## src/rtl/warp_fetch_scheduler_if.sv

```systemverilog
// Bundle between the warp scheduler and its neighbours: activity, redirects,
// IBuffer dequeues in; registered fetch grants and the credit error flag out.
interface warp_fetch_scheduler_if #(
    parameter int NUM_WARPS = 8
);
    logic                 Fetch_En;
    logic [NUM_WARPS-1:0] PC_Valid;
    logic [NUM_WARPS-1:0] UpdatePC_Qual1_SIMT_IF;
    logic [NUM_WARPS-1:0] UpdatePC_Qual2_SIMT_IF;
    logic [NUM_WARPS-1:0] UpdatePC_Qual3_ID0_IF;
    logic [NUM_WARPS-1:0] UpdatePC_Qual3_ID1_IF;
    logic [NUM_WARPS-1:0] Dequeue_IB_RR;
    logic [NUM_WARPS-1:0] GRT_raw_1_RR_IF;
    logic [NUM_WARPS-1:0] GRT_raw_2_RR_IF;
    logic                 Credit_Err;

    // Grants are not a valid/ready handshake: each is a single-cycle pulse that
    // fetch must consume in the cycle it is presented; backpressure is the credit.
    modport master (
        output Fetch_En, PC_Valid, UpdatePC_Qual1_SIMT_IF, UpdatePC_Qual2_SIMT_IF,
               UpdatePC_Qual3_ID0_IF, UpdatePC_Qual3_ID1_IF, Dequeue_IB_RR,
        input  GRT_raw_1_RR_IF, GRT_raw_2_RR_IF, Credit_Err
    );

    modport slave (
        input  Fetch_En, PC_Valid, UpdatePC_Qual1_SIMT_IF, UpdatePC_Qual2_SIMT_IF,
               UpdatePC_Qual3_ID0_IF, UpdatePC_Qual3_ID1_IF, Dequeue_IB_RR,
        output GRT_raw_1_RR_IF, GRT_raw_2_RR_IF, Credit_Err
    );
endinterface

```

## src/rtl/warp_fetch_scheduler.sv

```systemverilog
// Dual-grant round-robin warp scheduler feeding instruction fetch, with
// per-warp IBuffer credit tracking so no grant can overrun a warp's IBuffer.
module warp_fetch_scheduler #(
    parameter int NUM_WARPS = 8,
    parameter int IB_DEPTH  = 4,
    parameter int CREDIT_W  = 3
) (
    input  logic                    clk,
    input  logic                    rst,
    warp_fetch_scheduler_if.slave   bus
);
    localparam int IDX_W = (NUM_WARPS > 1) ? $clog2(NUM_WARPS) : 1;
    localparam logic [CREDIT_W-1:0] CREDIT_FULL = CREDIT_W'(IB_DEPTH);

    logic [NUM_WARPS-1:0] gnt1_q, gnt1_d;
    logic [NUM_WARPS-1:0] gnt2_q, gnt2_d;
    logic [IDX_W-1:0]     ptr_q, ptr_d;
    logic                 err_q, err_d;
    logic [CREDIT_W-1:0]  credit_q [NUM_WARPS];
    logic [CREDIT_W-1:0]  credit_d [NUM_WARPS];

    logic [NUM_WARPS-1:0] flush;
    logic [NUM_WARPS-1:0] elig;
    logic [NUM_WARPS-1:0] granted;
    logic                 found1, found2;
    logic [IDX_W-1:0]     g1_idx, g2_idx, idx;

    always_comb begin
        flush = bus.UpdatePC_Qual1_SIMT_IF | bus.UpdatePC_Qual2_SIMT_IF |
                bus.UpdatePC_Qual3_ID0_IF  | bus.UpdatePC_Qual3_ID1_IF;
        for (int i = 0; i < NUM_WARPS; i++) begin
            elig[i] = bus.Fetch_En & bus.PC_Valid[i] & ~flush[i] & (credit_q[i] != '0);
        end
    end

    // Second scan starts just past grant 1 and stops before wrapping onto it.
    always_comb begin
        found1 = 1'b0;
        found2 = 1'b0;
        g1_idx = '0;
        g2_idx = '0;
        idx    = '0;
        for (int k = 0; k < NUM_WARPS; k++) begin
            idx = IDX_W'((int'(ptr_q) + k) % NUM_WARPS);
            if (!found1 && elig[idx]) begin
                found1 = 1'b1;
                g1_idx = idx;
            end
        end
        for (int k = 0; k < NUM_WARPS - 1; k++) begin
            idx = IDX_W'((int'(g1_idx) + 1 + k) % NUM_WARPS);
            if (found1 && !found2 && elig[idx]) begin
                found2 = 1'b1;
                g2_idx = idx;
            end
        end
    end

    always_comb begin
        gnt1_d  = found1 ? (NUM_WARPS'(1) << g1_idx) : '0;
        gnt2_d  = found2 ? (NUM_WARPS'(1) << g2_idx) : '0;
        granted = gnt1_d | gnt2_d;
        if (found2) begin
            ptr_d = IDX_W'((int'(g2_idx) + 1) % NUM_WARPS);
        end else if (found1) begin
            ptr_d = IDX_W'((int'(g1_idx) + 1) % NUM_WARPS);
        end else begin
            ptr_d = ptr_q;
        end
    end

    // Flush wins over everything; a lone dequeue at full credit saturates and flags.
    always_comb begin
        err_d = err_q;
        for (int i = 0; i < NUM_WARPS; i++) begin
            credit_d[i] = credit_q[i];
            if (flush[i]) begin
                credit_d[i] = CREDIT_FULL;
            end else if (granted[i] && !bus.Dequeue_IB_RR[i]) begin
                credit_d[i] = credit_q[i] - 1'b1;
            end else if (!granted[i] && bus.Dequeue_IB_RR[i]) begin
                if (credit_q[i] == CREDIT_FULL) begin
                    err_d = 1'b1;
                end else begin
                    credit_d[i] = credit_q[i] + 1'b1;
                end
            end
        end
    end

    always_ff @(posedge clk or posedge rst) begin
        if (rst) begin
            gnt1_q <= '0;
            gnt2_q <= '0;
            ptr_q  <= '0;
            err_q  <= 1'b0;
            for (int i = 0; i < NUM_WARPS; i++) begin
                credit_q[i] <= CREDIT_FULL;
            end
        end else begin
            gnt1_q <= gnt1_d;
            gnt2_q <= gnt2_d;
            ptr_q  <= ptr_d;
            err_q  <= err_d;
            for (int i = 0; i < NUM_WARPS; i++) begin
                credit_q[i] <= credit_d[i];
            end
        end
    end

    assign bus.GRT_raw_1_RR_IF = gnt1_q;
    assign bus.GRT_raw_2_RR_IF = gnt2_q;
    assign bus.Credit_Err      = err_q;

endmodule

```

## src/flat_wrapper.sv

```systemverilog
// flat-port wrapper written by rule: the top's interface ports become plain ports
module warp_fetch_scheduler_flat 
#(
    parameter int NUM_WARPS = 8,
    parameter int IB_DEPTH  = 4,
    parameter int CREDIT_W  = 3
)
  (clk, rst, bus_Fetch_En, bus_PC_Valid, bus_UpdatePC_Qual1_SIMT_IF, bus_UpdatePC_Qual2_SIMT_IF, bus_UpdatePC_Qual3_ID0_IF, bus_UpdatePC_Qual3_ID1_IF, bus_Dequeue_IB_RR, bus_GRT_raw_1_RR_IF, bus_GRT_raw_2_RR_IF, bus_Credit_Err);
  warp_fetch_scheduler_if #(.NUM_WARPS(NUM_WARPS)) bus_i ();
  input  logic clk;
  input  logic rst;
  input wire logic [$bits(bus_i.Fetch_En)-1:0] bus_Fetch_En;
  input wire logic [$bits(bus_i.PC_Valid)-1:0] bus_PC_Valid;
  input wire logic [$bits(bus_i.UpdatePC_Qual1_SIMT_IF)-1:0] bus_UpdatePC_Qual1_SIMT_IF;
  input wire logic [$bits(bus_i.UpdatePC_Qual2_SIMT_IF)-1:0] bus_UpdatePC_Qual2_SIMT_IF;
  input wire logic [$bits(bus_i.UpdatePC_Qual3_ID0_IF)-1:0] bus_UpdatePC_Qual3_ID0_IF;
  input wire logic [$bits(bus_i.UpdatePC_Qual3_ID1_IF)-1:0] bus_UpdatePC_Qual3_ID1_IF;
  input wire logic [$bits(bus_i.Dequeue_IB_RR)-1:0] bus_Dequeue_IB_RR;
  output wire logic [$bits(bus_i.GRT_raw_1_RR_IF)-1:0] bus_GRT_raw_1_RR_IF;
  output wire logic [$bits(bus_i.GRT_raw_2_RR_IF)-1:0] bus_GRT_raw_2_RR_IF;
  output wire logic [$bits(bus_i.Credit_Err)-1:0] bus_Credit_Err;
  assign bus_i.Fetch_En = bus_Fetch_En;
  assign bus_i.PC_Valid = bus_PC_Valid;
  assign bus_i.UpdatePC_Qual1_SIMT_IF = bus_UpdatePC_Qual1_SIMT_IF;
  assign bus_i.UpdatePC_Qual2_SIMT_IF = bus_UpdatePC_Qual2_SIMT_IF;
  assign bus_i.UpdatePC_Qual3_ID0_IF = bus_UpdatePC_Qual3_ID0_IF;
  assign bus_i.UpdatePC_Qual3_ID1_IF = bus_UpdatePC_Qual3_ID1_IF;
  assign bus_i.Dequeue_IB_RR = bus_Dequeue_IB_RR;
  assign bus_GRT_raw_1_RR_IF = bus_i.GRT_raw_1_RR_IF;
  assign bus_GRT_raw_2_RR_IF = bus_i.GRT_raw_2_RR_IF;
  assign bus_Credit_Err = bus_i.Credit_Err;
  warp_fetch_scheduler #(.NUM_WARPS(NUM_WARPS), .IB_DEPTH(IB_DEPTH), .CREDIT_W(CREDIT_W)) u_core (.clk(clk), .rst(rst), .bus(bus_i));
endmodule
```

## config.mk

```make
export PLATFORM = sky130hd
export DESIGN_NAME = warp_fetch_scheduler_flat
export DESIGN_NICKNAME = d
export VERILOG_FILES = /design/src/rtl/warp_fetch_scheduler_if.sv /design/src/rtl/warp_fetch_scheduler.sv /design/src/flat_wrapper.sv
export SDC_FILE = /design/constraint.sdc
export NUM_CORES = 1
export LEC_CHECK = 0
export BUFFER_PORTS_ARGS = -buffer_cell sky130_fd_sc_hd__buf_2
export CORE_MARGIN = 2
export CORE_UTILIZATION = 40
export CTS_BUF_LIST = sky130_fd_sc_hd__clkbuf_8
export CTS_CLUSTER_DIAMETER = 120
export CTS_CLUSTER_SIZE = 16
export DETAILED_ROUTE_END_ITERATION = 8
export GPL_TIMING_DRIVEN = 0
export MAX_ROUTING_LAYER = met4
export PLACE_DENSITY = 0.7
export SYNTH_ARGS = -nofsm -noshare
export SYNTH_HDL_FRONTEND = slang
export SYNTH_SLANG_ARGS = --single-unit
```

## constraint.sdc

```tcl
create_clock -name clk -period 20.7 [get_ports clk]
set_input_delay 4.14 -clock clk [delete_from_list [all_inputs] [get_ports clk]]
set_output_delay 4.14 -clock clk [all_outputs]
set_load 0.02 [all_outputs]
```

==> results of run 1 <==
==> per-layer routing <==
layer	vias to the layer above	share of wire [%]	track usage, %	wire length [um]
met5	-	0	-	0
met3	29	7.4	4.79	1250
met2	233	48	42.4	8050
li1	2602	-	-	-
met1	2665	43	32.6	7250
met4	0	2.3	7.22	392
==> metrics by stage <==
step / util [%] / area (um2) / hold WS [ps] / std cells
final: 46.1 / 5760 / 519 / 891
after global routing: 46.1 / 5760 / 543 / 891
after CTS: 46.1 / 5760 / 517 / 891
after detailed placement: 45.4 / 5680 / 492 / 883
after global placement: 45.2 / 5660 / 487 / 882
after floorplan: - / 5100 / 533 / 643
==> worst max-delay path, delay by kind of cell <==
kind,cells,cell delay (ps)
AO/OA/AOI/OAI,14,3130
XOR/XNOR,1,430
adder cells (fa/ha/maj),5,1200
buffers and inverters,1,110
multiplexers,2,440
AND/OR/NAND/NOR,13,3550
==> cells by family (layout without fill, tap and decap cells) <==
logic type / Yosys count / count (layout) / share of synthesized area, %
buffers and inverters: 44 / 120 / 3.85
AO/OA/AOI/OAI: 205 / 205 / 27.3
flip-flops: 44 / 44 / 21.8
AND/OR/NAND/NOR: 275 / 275 / 28.9
XOR/XNOR: 15 / 15 / 2.87
adder cells (fa/ha/maj): 40 / 40 / 11.0
multiplexers: 20 / 20 / 4.41
==> how the worst min path moves through the flow <==
stage	endpoint	slack (ps)	cells after the start
2_1_floorplan	u_core.credit_q[17]	530	2
3_3_place_gp	u_core.bus.Credit_Err	490	2
3_5_place_dp	u_core.bus.Credit_Err	490	2
4_1_cts	u_core.bus.Credit_Err	520	2
5_1_grt	u_core.bus.Credit_Err	540	2
6_report	u_core.bus.Credit_Err	520	2
==> cells in the final DEF, fill, tap and decap left out, drive strengths merged, types with 5 or more instances in the layout <==
cell,n
nor3,27
xor2,11
ha,32
mux2,7
a31oi,7
nor2,64
o211ai,8
a21oi,53
o31ai,5
nand3,30
mux2i,12
and2,16
or3,8
inv,25
clkbuf,17
o22ai,18
and3,12
nand4,11
buf,75
a221oi,5
nor4,10
o21ai,43
or4,10
o31a,9
nand2,62
dfstp,8
dfrtp,36
fa,8
nor4b,9
or2,6
==> area by class of cell <==
cell class,instances,area [um2]
inverters,25,106
clock buffers,5,68.8
plain buffers,19,90.1
well taps,172,215
clock inverters,3,12.5
multi-input cells,555,3800
flip-flops and latches,44,1110
repair buffers,68,363
fillers,1280,6750
==> sequential cells by signal (all words and copies together) (netlist names) <==
name and cells:
u_core.bus.GRT_raw_1_RR_IF 8, u_core.bus.GRT_raw_2_RR_IF 8, u_core.bus.Credit_Err 1, u_core.ptr_q 3, u_core.credit_q 24
==> run_results.csv, run 1 <==
group,metric,value,unit
cells_and_area,diodes,0,
sta,tns,0,ps
cells_and_area,syn_to_final_growth,12.9,%
floorplan,die-area,13700,um2
outcome,run_status,"completed",
grt,grt_pass1_vias,5216,
grt,overflow,0,
cts,clockBufferDepth,2,
sta,relSlewSlack,26.6,%
route,wl,16900,um
worst_setup_path,ff2ff_path_depth,35,
sta,fin_crit_sh,61.7,%
worst_setup_path,endpoint,"u_core.bus.Credit_Err",
run,drv_cap,0,
cts,cts_buffers,5,
cts,insertion_delay,310,ps
placement,place_congestion,0.991,
route,ant_nets,0,
cells_and_area,drive_above_1_share,17.2,%
worst_setup_path,cp_max_fo,8,
synth,syn-instance-count,643,
route,dr_total_vias,5529,
sta,finalWorstSetupSlack,7920,ps
placement,io_buffer_count,67,
route,viasPerCell,6.21,
route,drc,0,
synth,synth_edf_count,0,
worst_setup_path,crit_type,"in -> reg",
route,drt_iter0_markers,410,
worst_setup_path,critPathRequiredTime,20930,ps
floorplan,die_w,117,um
worst_setup_path,path_common_cell,"ha_1",
synth,synthDistinctLibCells,88,
grt,grt_usage,25.8,%
sta,drv_slew,0,
synth,yosysMostFrequentCell,"nor2_1",
placement,hpwl,13700,um
floorplan,fp.dieH,117,um
worst_setup_path,r2r-start,"u_core.ptr_q[1]",
worst_setup_path,critical_path_arrival,13010,ps
worst_setup_path,cp_slowest_stage_delay,930,ps
route,wire_per_inst,19.0,um
synth,yosysSeqAreaShare,21.8,%
sta,rsz0062_at_grt,"no",
floorplan,coreArea,12500,um2
route,dr.pass1.iters,8,
synth,synth_area_per_cell,7.94,um2
worst_setup_path,worst_path_max_delay_cell,"nor4_2",
floorplan,rows,41,
sta,hold_viol_final,0,
sta,worst_slew_pin_slew,1090,ps
cts,cts_hold_buf,0,
worst_setup_path,reg2reg_slack,11220,ps
grt,grt_first_pass_wirelength,26700,um
sta,setup_violations,0,
synth,synth.top_cells.by_area,"dfrtp_1, ha_1, a21oi_1",
floorplan,start_util,40.8,%
cts,cts-root-buf,"clkbuf_8",
synth,yosysTopAreaCell,"dfrtp_1",
cts,ctsResizeCount,0,
cells_and_area,fin_nets,809,
synth,netlist_top_cells_count,"nor2_1, nand2_1, a21oi_1, o21ai_0, dfrtp_1",
synth,synth-async-reset-ratio,100,%
worst_setup_path,r2r_end,"u_core.bus.Credit_Err",
cts,post_cts_buffers,0,
worst_setup_path,worstSetupStartpoint,"bus_UpdatePC_Qual2_SIMT_IF[4]",
sta,max_freq,78.3,MHz
synth,synth_nets,734,
synth,synth_top_area_share,17.6,%
floorplan,io_pins,68,
synth,yosysWarnings,0,
synth,synth_ff_type,"dfrtp_1",
sta,post-route-min-period,12780,ps
hold_path,holdCritStartpoint,"u_core.bus.Credit_Err",
synth,ys_ff_latch,44,
cts,htreeDepth,2,
worst_setup_path,start_kind,"primary input",
grt,antenna_found_initial,0,
grt,grt_max_degree,24,
cts,clkSlewWorstSetupHoldPaths,80,ps
worst_setup_path,end_kind,"flip-flop",
sta,skew,6.86,ps
cts,cts.sinks,44,
placement,post-place-ws,7770,ps
hold_path,min-delay-path-class,"reg -> reg",
synth,syn_area,5100,um2
cts,cts_tree,"yes",
Power of run 1 is not shown: default switching activity piles up to over one toggle a cycle in this logic, so the estimate is an artifact.
==> run 2, diff against run 1 <==
--- a/config.mk
+++ b/config.mk
@@ -5,6 +5,7 @@
 export SDC_FILE = /design/constraint.sdc
 export NUM_CORES = 1
 export LEC_CHECK = 0
+export ABC_AREA = 1
 export BUFFER_PORTS_ARGS = -buffer_cell sky130_fd_sc_hd__buf_2
 export CORE_MARGIN = 2
 export CORE_UTILIZATION = 40
==> constraint.sdc (replaced) <==
create_clock -name clk -period 12.1 [get_ports clk]
set_input_delay 2.42 -clock clk [delete_from_list [all_inputs] [get_ports clk]]
set_output_delay 2.42 -clock clk [all_outputs]
set_load 0.02 [all_outputs]
==> run 2 against run 1 <==
Register-to-register slack worse by 6600 ps. Clock-buffer cell count unchanged. Via count shrank 21%. Cell area is 11% lower. Die area is 11% lower. Global-route usage down 6.1 points. Critical path type unchanged. Sequential cell count is the same. Wire length is 32% lower.
==> run_results.csv, run 2 <==
group,metric,value,unit
cells_and_area,fin_nets,807,
sta,relSlewSlack,66.6,%
synth,synth_top_area_share,19.9,%
synth,netlist_top_cells_count,"nand2_1, inv_1, nand3_1, nor2_1, dfrtp_1",
floorplan,start_util,41.4,%
cts,cts_buffers,5,
synth,synth_compound_area_share,9.36,%
route,wire_per_inst,13.4,um
grt,grt_max_degree,26,
synth,ys_ff_latch,44,
route,wl,11500,um
cells_and_area,final_cell_mix,"nand2_1, inv_1, nand3_1, nor2_1, buf_2",
cts,cts_hold_buf,0,
worst_setup_path,start_kind,"primary input",
cts,clockBufferDepth,2,
worst_setup_path,end_kind,"flip-flop",
route,dr_total_vias,4379,
synth,yosysSeqAreaShare,24.5,%
synth,synthDistinctLibCells,50,
route,viasPerCell,5.12,
placement,place_congestion,0.944,
cts,htreeDepth,2,
floorplan,rows,38,
synth,yosysTopAreaCell,"dfrtp_1",
worst_setup_path,critical_path_arrival,8930,ps
synth,synth_edf_count,0,
floorplan,die_w,110,um
sta,rsz0062_at_grt,"no",
synth,yosysMostFrequentCell,"nand2_1",
sta,setup_violations,0,
grt,overflow,0,
cells_and_area,diodes,0,
synth,synth_area_per_cell,7.06,um2
sta,hold_viol_final,0,
synth,synth-simple-area-share,39.5,%
sta,worst_slew_pin_slew,497,ps
grt,grt_pass1_vias,4296,
cts,ctsResizeCount,0,
floorplan,io_pins,68,
synth,muxShareOfSynthArea,0,%
synth,synthAdderAreaFrac,12.4,%
cts,cts-root-buf,"clkbuf_8",
route,dr.pass1.iters,5,
grt,grt_first_pass_wirelength,19600,um
route,ant_nets,0,
sta,post-route-min-period,8690,ps
worst_setup_path,critPathRequiredTime,12350,ps
synth,synth_nets,733,
cts,cts_tree,"yes",
grt,grt_usage,19.6,%
synth,synth_ff_type,"dfrtp_1",
grt,antenna_found_initial,0,
hold_path,min-delay-path-class,"reg -> reg",
sta,skew,7.67,ps
sta,drv_slew,0,
cts,insertion_delay,300,ps
placement,io_buffer_count,66,
placement,hpwl,9570,um
floorplan,fp.dieH,110,um
cells_and_area,final_common_cell,"nand2_1",
synth,synthXorXnorAreaFrac,3.70,%
cells_and_area,largest_reg_flops,24,
cells_and_area,syn_to_final_growth,13.3,%
cells_and_area,drive_above_1_share,22.3,%
cts,post_cts_buffers,0,
worst_setup_path,crit_type,"in -> reg",
cts,cts.sinks,44,
cells_and_area,regMostFlops,"u_core.credit_q",
outcome,run_status,"completed",
sta,fin_crit_sh,71.8,%
sta,tns,0,ps
worst_setup_path,worst_path_max_delay_cell,"nor4_1",
cts,clkSlewWorstSetupHoldPaths,90,ps
route,drc,0,
sta,max_freq,115,MHz
synth,synth.top_cells.by_area,"dfrtp_1, nand2_1, ha_1",
worst_setup_path,cp_slowest_stage_delay,340,ps
synth,syn_area,4530,um2
synth,yosysWarnings,0,
worst_setup_path,cp_max_fo,8,
worst_setup_path,reg2reg_slack,4650,ps
synth,syn-instance-count,642,
floorplan,coreArea,10900,um2
synth,synth-async-reset-ratio,100,%
route,drt_iter0_markers,284,
synth,synth_top_family_by_area,"simple AND/OR/NAND/NOR gates",
run,drv_cap,0,
floorplan,die-area,12200,um2
run 2: cell types whose count changed after synthesis, sizes merged, moves of 15 or more:
cell	delta
nand2	+95
nor2	+17
inv	+80
a21oi	-36
and2	-16
o22ai	-15
nand3	+50
nor3	-17
run 2: layout make-up:
type	count	area (um2)
tap	140	175
sequential	44	1110
clock buffer	5	68.8
buffer	9	72.6
fill	1121	5800
multi-input combinational	482	2940
timing repair buffer	67	350
clock inverter	2	8.76
inverter	107	404
run 2: final timing paths:
path                                              start                       endpoint  cells past startpoint
min reg2reg                         u_core.credit_q[23]            u_core.credit_q[23]                      2
max reg2reg                             u_core.ptr_q[1]             u_core.credit_q[0]                     40
max in group asynchronous                           rst            u_core.credit_q[20]                      3
max                        bus_UpdatePC_Qual3_ID0_IF[4]             u_core.credit_q[0]                     43
min in group asynchronous                           rst  u_core.bus.GRT_raw_1_RR_IF[4]                      2
min                                 u_core.credit_q[23]            u_core.credit_q[23]                      2
run 2: cells by family after synthesis:
| kind of cell | after synthesis |
|---|---|
| buffers and inverters | 116 |
| adders and majority gates | 40 |
| DFF | 44 |
| xor gates and xnor gates | 17 |
| AOI/OAI and AO/OA | 69 |
| and+or+nand+nor | 356 |
run 2: routing by layer:
layer	wire length (um)	GRT usage (%)	vias to the layer above
met1	5050	24.1	2006
met3	608	2.74	11
li1	-	-	2220
met5	0	-	-
met4	127	4.17	0
met2	5670	34.5	142
run 2: stage by stage:
stage | utilization [%] | hold slack, ps | worst slack, ps | std cells | instance area, um2
5_1_grt | 46.9 | 526 | 2580 | 856 | 5130
3_5_place_dp | 46.2 | 486 | 3150 | 849 | 5060
6_report | 46.9 | 489 | 3410 | 856 | 5130
4_1_cts | 46.9 | 500 | 3430 | 856 | 5130
2_1_floorplan | - | 461 | 4450 | 642 | 4530
3_3_place_gp | 46.1 | 470 | 3230 | 848 | 5040
run 2: critical path, delay by kind of cell:
family	cells	cell delay, ps
buffers and inverters	9	1010
XOR/XNOR	1	290
AND/OR/NAND/NOR	20	2500
AO/OA/AOI/OAI	8	1550
adder cells (fa/ha/maj)	5	1150
Power of run 2 is left out for the same reason.
